`src/rtl/cpu_isa_pkg.sv`:
```
`default_nettype none
// ============================================================================
// Module   : cpu_isa_pkg
// Purpose  : Shared ISA definitions for the fetch/decode pair: opcode
//            encodings, the HALT instruction word, the fetch buffer entry
//            type and the fetch unit state encoding.
// Ports    : none (package)
// Revision : 1.0 - initial release
// ============================================================================
package cpu_isa_pkg;

   localparam int OPCODE_W = 4;

   localparam logic [OPCODE_W-1:0] OP_ADD  = 4'h0;
   localparam logic [OPCODE_W-1:0] OP_SUB  = 4'h1;
   localparam logic [OPCODE_W-1:0] OP_AND  = 4'h2;
   localparam logic [OPCODE_W-1:0] OP_OR   = 4'h3;
   localparam logic [OPCODE_W-1:0] OP_XOR  = 4'h4;
   localparam logic [OPCODE_W-1:0] OP_SHL  = 4'h5;
   localparam logic [OPCODE_W-1:0] OP_SHR  = 4'h6;
   localparam logic [OPCODE_W-1:0] OP_LDI  = 4'h7;
   localparam logic [OPCODE_W-1:0] OP_LD   = 4'h8;
   localparam logic [OPCODE_W-1:0] OP_ST   = 4'h9;
   localparam logic [OPCODE_W-1:0] OP_BR   = 4'hA;
   localparam logic [OPCODE_W-1:0] OP_CALL = 4'hB;
   localparam logic [OPCODE_W-1:0] OP_RET  = 4'hC;
   localparam logic [OPCODE_W-1:0] OP_NOP  = 4'hD;
   localparam logic [OPCODE_W-1:0] OP_ERR  = 4'hE;
   localparam logic [OPCODE_W-1:0] OP_HALT = 4'hF;

   localparam int INSTR_W = 16;
   localparam int PC_W    = 16;

   localparam logic [INSTR_W-1:0] HALT_WORD = 16'hFFFF;

   typedef struct packed {
      logic [INSTR_W-1:0] instr;
      logic [PC_W-1:0]    pc;
   } fetch_entry_t;

   typedef enum logic [0:0] {
      IFU_RUN    = 1'b0,
      IFU_HALTED = 1'b1
   } ifu_state_t;

endpackage
`default_nettype wire

```
`src/rtl/ifu_fifo.sv`:
```
`default_nettype none
// ============================================================================
// Module   : ifu_fifo
// Purpose  : Synchronous instruction buffer of fetch_entry_t. The head entry
//            is read straight from the storage registers, so a word pushed in
//            one cycle is visible at the head in the next.
// Ports    : clk, rst_n        clock / async active-low reset
//            flush             empty the buffer (wins over push/pop)
//            push, push_data   write one entry
//            pop               retire the head entry (only when valid)
//            head, valid       current head entry and its valid flag
//            count             number of stored entries
// Revision : 1.0 - initial release
// ============================================================================
module ifu_fifo
   import cpu_isa_pkg::*;
#(
   parameter int DEPTH = 2,
   parameter int CNT_W = $clog2(DEPTH) + 1
) (
   input  logic             clk,
   input  logic             rst_n,
   input  logic             flush,
   input  logic             push,
   input  fetch_entry_t     push_data,
   input  logic             pop,
   output fetch_entry_t     head,
   output logic             valid,
   output logic [CNT_W-1:0] count
);

   localparam int PTR_W = $clog2(DEPTH);

   fetch_entry_t     mem [DEPTH];
   logic [PTR_W-1:0] wr_ptr;
   logic [PTR_W-1:0] rd_ptr;

   // Pointers wrap naturally because DEPTH is a power of two.
   always_ff @(posedge clk or negedge rst_n) begin
      if (!rst_n) begin
         wr_ptr <= '0;
         rd_ptr <= '0;
         count  <= '0;
      end else if (flush) begin
         wr_ptr <= '0;
         rd_ptr <= '0;
         count  <= '0;
      end else begin
         if (push) wr_ptr <= wr_ptr + PTR_W'(1);
         if (pop)  rd_ptr <= rd_ptr + PTR_W'(1);
         case ({push, pop})
            2'b10:   count <= count + CNT_W'(1);
            2'b01:   count <= count - CNT_W'(1);
            default: count <= count;
         endcase
      end
   end

   // Storage carries no reset; validity is tracked by count alone.
   always_ff @(posedge clk) begin
      if (push && !flush) mem[wr_ptr] <= push_data;
   end

   assign head  = mem[rd_ptr];
   assign valid = (count != '0);

endmodule
`default_nettype wire

```
`src/rtl/instr_fetch_unit.sv`:
```
`default_nettype none
// ============================================================================
// Module   : instr_fetch_unit
// Purpose  : Instruction fetch front end. Generates the PC, issues one
//            outstanding imem read at a time, buffers returned words in
//            ifu_fifo and presents {instr, instr_pc} to decode. Handles PC
//            redirects and the decoder's HALT (sticky until reset).
// Config   : IFU_LOCAL_HALT_EN - when defined, fetching stops after a
//            HALT_WORD response is buffered, until the next redirect.
// Ports    : clk, rst_n                      clock / async active-low reset
//            imem_req, imem_addr             registered read request
//            imem_rvalid, imem_rdata         read response
//            instr_valid, instr, instr_pc    buffer head to decode
//            instr_ready                     decode accepts head
//            redirect, redirect_pc           flush and refetch
//            halt_in                         decoder HALT for the head
//            halted                          sticky halt status
// Revision : 1.0 - initial release
// ============================================================================
module instr_fetch_unit
   import cpu_isa_pkg::*;
#(
   parameter int                ADDR_W     = 16,
   parameter int                DATA_W     = 16,
   parameter logic [ADDR_W-1:0] RESET_PC   = '0,
   parameter int                FIFO_DEPTH = 2
) (
   input  logic              clk,
   input  logic              rst_n,
   output logic              imem_req,
   output logic [ADDR_W-1:0] imem_addr,
   input  logic              imem_rvalid,
   input  logic [DATA_W-1:0] imem_rdata,
   output logic              instr_valid,
   output logic [DATA_W-1:0] instr,
   output logic [ADDR_W-1:0] instr_pc,
   input  logic              instr_ready,
   input  logic              redirect,
   input  logic [ADDR_W-1:0] redirect_pc,
   input  logic              halt_in,
   output logic              halted
);

   localparam int CNT_W = $clog2(FIFO_DEPTH) + 1;

   ifu_state_t        state;
   logic [ADDR_W-1:0] fetch_pc;
   logic              outstanding;
   logic              discard;
   logic              prehalt;
   logic [CNT_W-1:0]  count;

   logic              fire;
   logic              halt_fire;
   logic              redir_act;
   logic              room;
   logic              issue;
   logic              rsp_drop;
   logic              push;
   logic              flush;
   fetch_entry_t      push_data;
   fetch_entry_t      head;

   assign fire      = instr_valid & instr_ready;
   assign halt_fire = (state == IFU_RUN) & halt_in & fire;
   // Halt takes priority over a simultaneous redirect.
   assign redir_act = (state == IFU_RUN) & redirect & ~halt_fire;

   // Buffered words plus the in-flight one must leave a free slot.
   assign room  = ({1'b0, count} + (CNT_W+1)'(outstanding)) < (CNT_W+1)'(FIFO_DEPTH);
   assign issue = (state == IFU_RUN) & ~outstanding & ~redirect & ~halt_fire & ~prehalt & room;

   // Responses to stale requests (pre-redirect or post-halt) never reach decode.
   assign rsp_drop  = discard | redirect | halt_fire | (state == IFU_HALTED);
   assign push      = imem_rvalid & ~rsp_drop;
   assign flush     = redir_act | halt_fire;
   // imem_addr still holds the address of the single outstanding read.
   assign push_data = '{instr: imem_rdata, pc: imem_addr};

   always_ff @(posedge clk or negedge rst_n) begin
      if (!rst_n) begin
         state       <= IFU_RUN;
         halted      <= 1'b0;
         fetch_pc    <= RESET_PC;
         outstanding <= 1'b0;
         discard     <= 1'b0;
         imem_req    <= 1'b0;
         imem_addr   <= RESET_PC;
      end else begin
         imem_req <= issue;
         if (issue) begin
            imem_addr   <= fetch_pc;
            fetch_pc    <= fetch_pc + ADDR_W'(1);
            outstanding <= 1'b1;
         end else if (imem_rvalid) begin
            outstanding <= 1'b0;
         end

         if (redir_act) fetch_pc <= redirect_pc;

         if (imem_rvalid)
            discard <= 1'b0;
         else if (redir_act && outstanding)
            discard <= 1'b1;

         if (halt_fire) begin
            state  <= IFU_HALTED;
            halted <= 1'b1;
         end
      end
   end

`ifdef IFU_LOCAL_HALT_EN
   // Stop fetching once a HALT word is buffered; a redirect resumes fetch.
   always_ff @(posedge clk or negedge rst_n) begin
      if (!rst_n)
         prehalt <= 1'b0;
      else if (redir_act)
         prehalt <= 1'b0;
      else if (push && (imem_rdata == HALT_WORD))
         prehalt <= 1'b1;
   end
`else
   assign prehalt = 1'b0;
`endif

   ifu_fifo #(
      .DEPTH (FIFO_DEPTH),
      .CNT_W (CNT_W)
   ) u_fifo (
      .clk       (clk),
      .rst_n     (rst_n),
      .flush     (flush),
      .push      (push),
      .push_data (push_data),
      .pop       (fire),
      .head      (head),
      .valid     (instr_valid),
      .count     (count)
   );

   assign instr    = head.instr;
   assign instr_pc = head.pc;

endmodule
`default_nettype wire
```
`config.mk`:
```
export PLATFORM = sky130hd
export DESIGN_NAME = instr_fetch_unit
export DESIGN_NICKNAME = d
export VERILOG_FILES = /design/src/rtl/cpu_isa_pkg.sv /design/src/rtl/ifu_fifo.sv /design/src/rtl/instr_fetch_unit.sv
export SDC_FILE = /design/constraint.sdc
export NUM_CORES = 1
export LEC_CHECK = 0
export BUFFER_PORTS_ARGS = -buffer_cell sky130_fd_sc_hd__buf_4
export CELL_PAD_IN_SITES_DETAIL_PLACEMENT = 2
export CELL_PAD_IN_SITES_GLOBAL_PLACEMENT = 2
export CORE_MARGIN = 2
export CORE_UTILIZATION = 39
export DETAILED_ROUTE_END_ITERATION = 16
export PLACE_DENSITY_LB_ADDON = 0.1
export SLEW_MARGIN = 5
export SYNTH_ARGS = -nofsm -noshare
export SYNTH_HDL_FRONTEND = slang
export SYNTH_SLANG_ARGS = --single-unit
```
`constraint.sdc`:
```
create_clock -name clk -period 5.21 [get_ports clk]
set_input_delay 0.2605 -clock clk [delete_from_list [all_inputs] [get_ports clk]]
set_output_delay 0.2605 -clock clk [all_outputs]
set_load 0.005 [all_outputs]
```
==> flow_summary.yaml <==
status:
  status: "completed"
timing:
  skew_ns: 0.0130
  setup_viol: 0
  period_minus_slack_ns: 2.53
  rsz0062_at_grt: "false"
  worstMarginPinSlew_ns: 0.996
  finalCritPeriodShare_pct: 48.6
  max_slew_margin_pct: 33.4
  hold_viol_final: 0
  fmax_ghz: 0.395
  slew_viol_final: 0
  setup_tns_ns: 0
grt:
  grtUsageTotal_pct: 18.1
  grt_overflow: 0
  grt_max_degree: 41
  met3_usage_pct: 3.32
  grt_use_met1_pct: 23.6
  met2_usage_pct: 30.5
  grt_pass1_wl_um: 16000
  grt_pass1_vias: 2979
  busiest_layer: "met2"
  antenna_found_initial: 0
critical_path:
  rr_endpoint: "fetch_pc[8]"
  required_ns: 5.46
  r2r_slack_ns: 2.68
  crit_start: "state"
  arrival_ns: 2.79
  cp-start-kind: "register"
  reg2reg_from: "state"
  crit_type: "reg2reg"
  critPathCaptureType: "register"
  crit_path_max_fanout: 28
  r2r_cells: 5
placement:
  gp_congestion: 0.750
  post-dp-hpwl_um: 7170
  port_buffers: 88
  placed_area_um2: 5050
floorplan:
  die_w_um: 108
  die_y_um: 108
  fp.coreArea_um2: 10700
  ioPinCount: 89
  start_util_pct: 39.5
  die-area_um2: 11700
  row_count: 38
synth:
  synth_cell_types: 47
  seq_area_frac_synth_pct: 68.8
  synth-edff-count: 64
  ys.flop_type: "edfxtp_1"
  syn_avg_cell_area_um2: 13.7
  syn_area_um2: 4250
  ys_seq_elements: 104
  ys_warn_count: 0
  syn_inst: 310
  syn_nets: 349
  async_flop_share_pct: 38.5
pwr:
  p_per_area_nw_per_um2: 329
  power_mw: 1.72
  peakVddDrop_mv: 0.122
  p_leak_nw: 2.17
route:
  drtAntennaViolNets: 0
  viasPerCell: 5.14
  drt_first_pass_iters: 4
  wl_per_cell_um: 18.6
  drt_iter0_markers: 84
  totalWireLength_um: 10100
  drc: 0
  vias: 2796
clock_tree:
  ctsResizeCount: 0
  cts_made_buffers: 9
  cts_sinks: 104
  cts.path.max_buffers: 2
  clk_pin_slew_ns: 0.10
  cts_tree: "done"
  clk_latency_ns: 0.37
  cts-root-buf: "clkbuf_8"
  cts_max_level: 3
finish:
  fin_area_um2: 5240
  fillers: 1063
  areaGrowthSynthToFinish_pct: 23.4
  nNetsFinal: 438
  layout-drive-gt1-share_pct: 37.1
  final_cell_mix: "90 x buf_4, 64 x edfxtp_1, 50 x nand2_1"
  diodes: 0
  layout.area.seq_um2: 2920
  final_common_cell: "buf_4"
  multi_input_area_um2: 1240
min_path:
  hold_path.class: "in2reg"
  worstHoldStart: "imem_rvalid"
  whs_endpoint: "discard"
  hold_path_depth: 2
job:
  max_cap_violations: 0
==> state kept, by name, summed over array words and instances (netlist names), 2 cells and up <==
register      cells
u_fifo.mem       64
fetch_pc         16
u_fifo.count      2
imem_addr        16
==> where the power goes <==
group | leakage (nW) | internal, mW | switching [mW]
Clock | 0.0927 | 0.181 | 0.291
Combinational | 0.962 | 0.199 | 0.145
Sequential | 1.11 | 0.888 | 0.0192
==> area by class of cell <==
class                           instances  area share, %
Tap cell                              140           3.34
Inverter                               10          0.717
Clock inverter                          6          0.979
Timing Repair Buffer                   91           13.1
Sequential cell                       104           55.8
Clock buffer                           10           2.44
Multi-Input combinational cell        183           23.6
==> critical path, stage by stage, from the launching register on <==
cell and delay [ns]:
dfrtp_1 0.52, nor4_4 0.40, nand2_2 0.40, inv_2 0.41, mux2_2 0.38, a221o_1 0.29
==> synthesized netlist by cell type (2+ instances only) <==
library cell / count / area [um2]
nand3_1: 9 / 45.0
nand2_1: 50 / 188
edfxtp_1: 64 / 1920
nor4_1: 4 / 25.0
inv_1: 9 / 33.8
a31oi_1: 3 / 18.8
nand4_1: 4 / 25.0
clkbuf_1: 7 / 26.3
nor3_1: 4 / 20.0
and2_1: 2 / 12.5
and3_1: 2 / 12.5
dfrtp_1: 40 / 1000
o311ai_0: 2 / 17.5
o31a_1: 2 / 17.5
a21oi_1: 3 / 15.0
xor2_1: 3 / 26.3
xnor2_1: 3 / 26.3
a211oi_1: 3 / 22.5
or4_1: 2 / 15.0
buf_2: 5 / 25.0
mux2_2: 34 / 383
o21ai_0: 14 / 70.1
and4_1: 2 / 17.5
or3_1: 4 / 25.0
nor2_1: 13 / 48.8
==> repair_timing <==
action	in CTS	in global routing
buffers inserted	0	0
hold buffers	1	0
endpoints found under the hold margin	40	0
setup endpoints to repair	0	0
==> metal layers <==
metal / routed length (um) / vias up / part of all wire (%)
met5: 0 / - / 0
met1: 4500 / 1417 / 45
met4: 134 / 0 / 1.3
met3: 442 / 9 / 4.4
met2: 5030 / 55 / 50
li1: - / 1315 / -
==> metrics by stage <==
stage	setup slack, ns	std cells	hold WS [ns]	utilization [%]
5_1_grt	2.49	544	0.0543	48.8
4_1_cts	2.65	544	0.0390	48.8
2_1_floorplan	2.17	310	-0.0351	-
3_5_place_dp	2.67	527	0.278	47.0
6_report	2.68	544	0.0510	48.8
3_3_place_gp	2.72	527	0.282	47.0
==> how the worst max path moves through the flow <==
| stage | to | slack [ns] |
|---|---|---|
| 3_5_place_dp | u_fifo.mem[0][17] | 2.67 |
| 5_1_grt | fetch_pc[8] | 2.49 |
| 6_report | fetch_pc[8] | 2.68 |
| 4_1_cts | u_fifo.mem[0][0] | 2.65 |
| 3_3_place_gp | u_fifo.mem[0][17] | 2.72 |
| 2_1_floorplan | u_fifo.mem[0][0] | 2.17 |
==> kinds of logic (layout without fill, tap and decap cells) <==
group                    Yosys count  count (layout)  share of synthesized area, %
flip-flops                       104             104                          68.8
buffers and inverters             23             117                          2.36
multiplexers                      34              34                          9.02
AND/OR/NAND/NOR                  104             104                          12.1
adder cells (fa/ha/maj)            1               1                         0.295
AO/OA/AOI/OAI                     38              38                          6.22
XOR/XNOR                           6               6                          1.24
(Power assumes the default switching activity.)
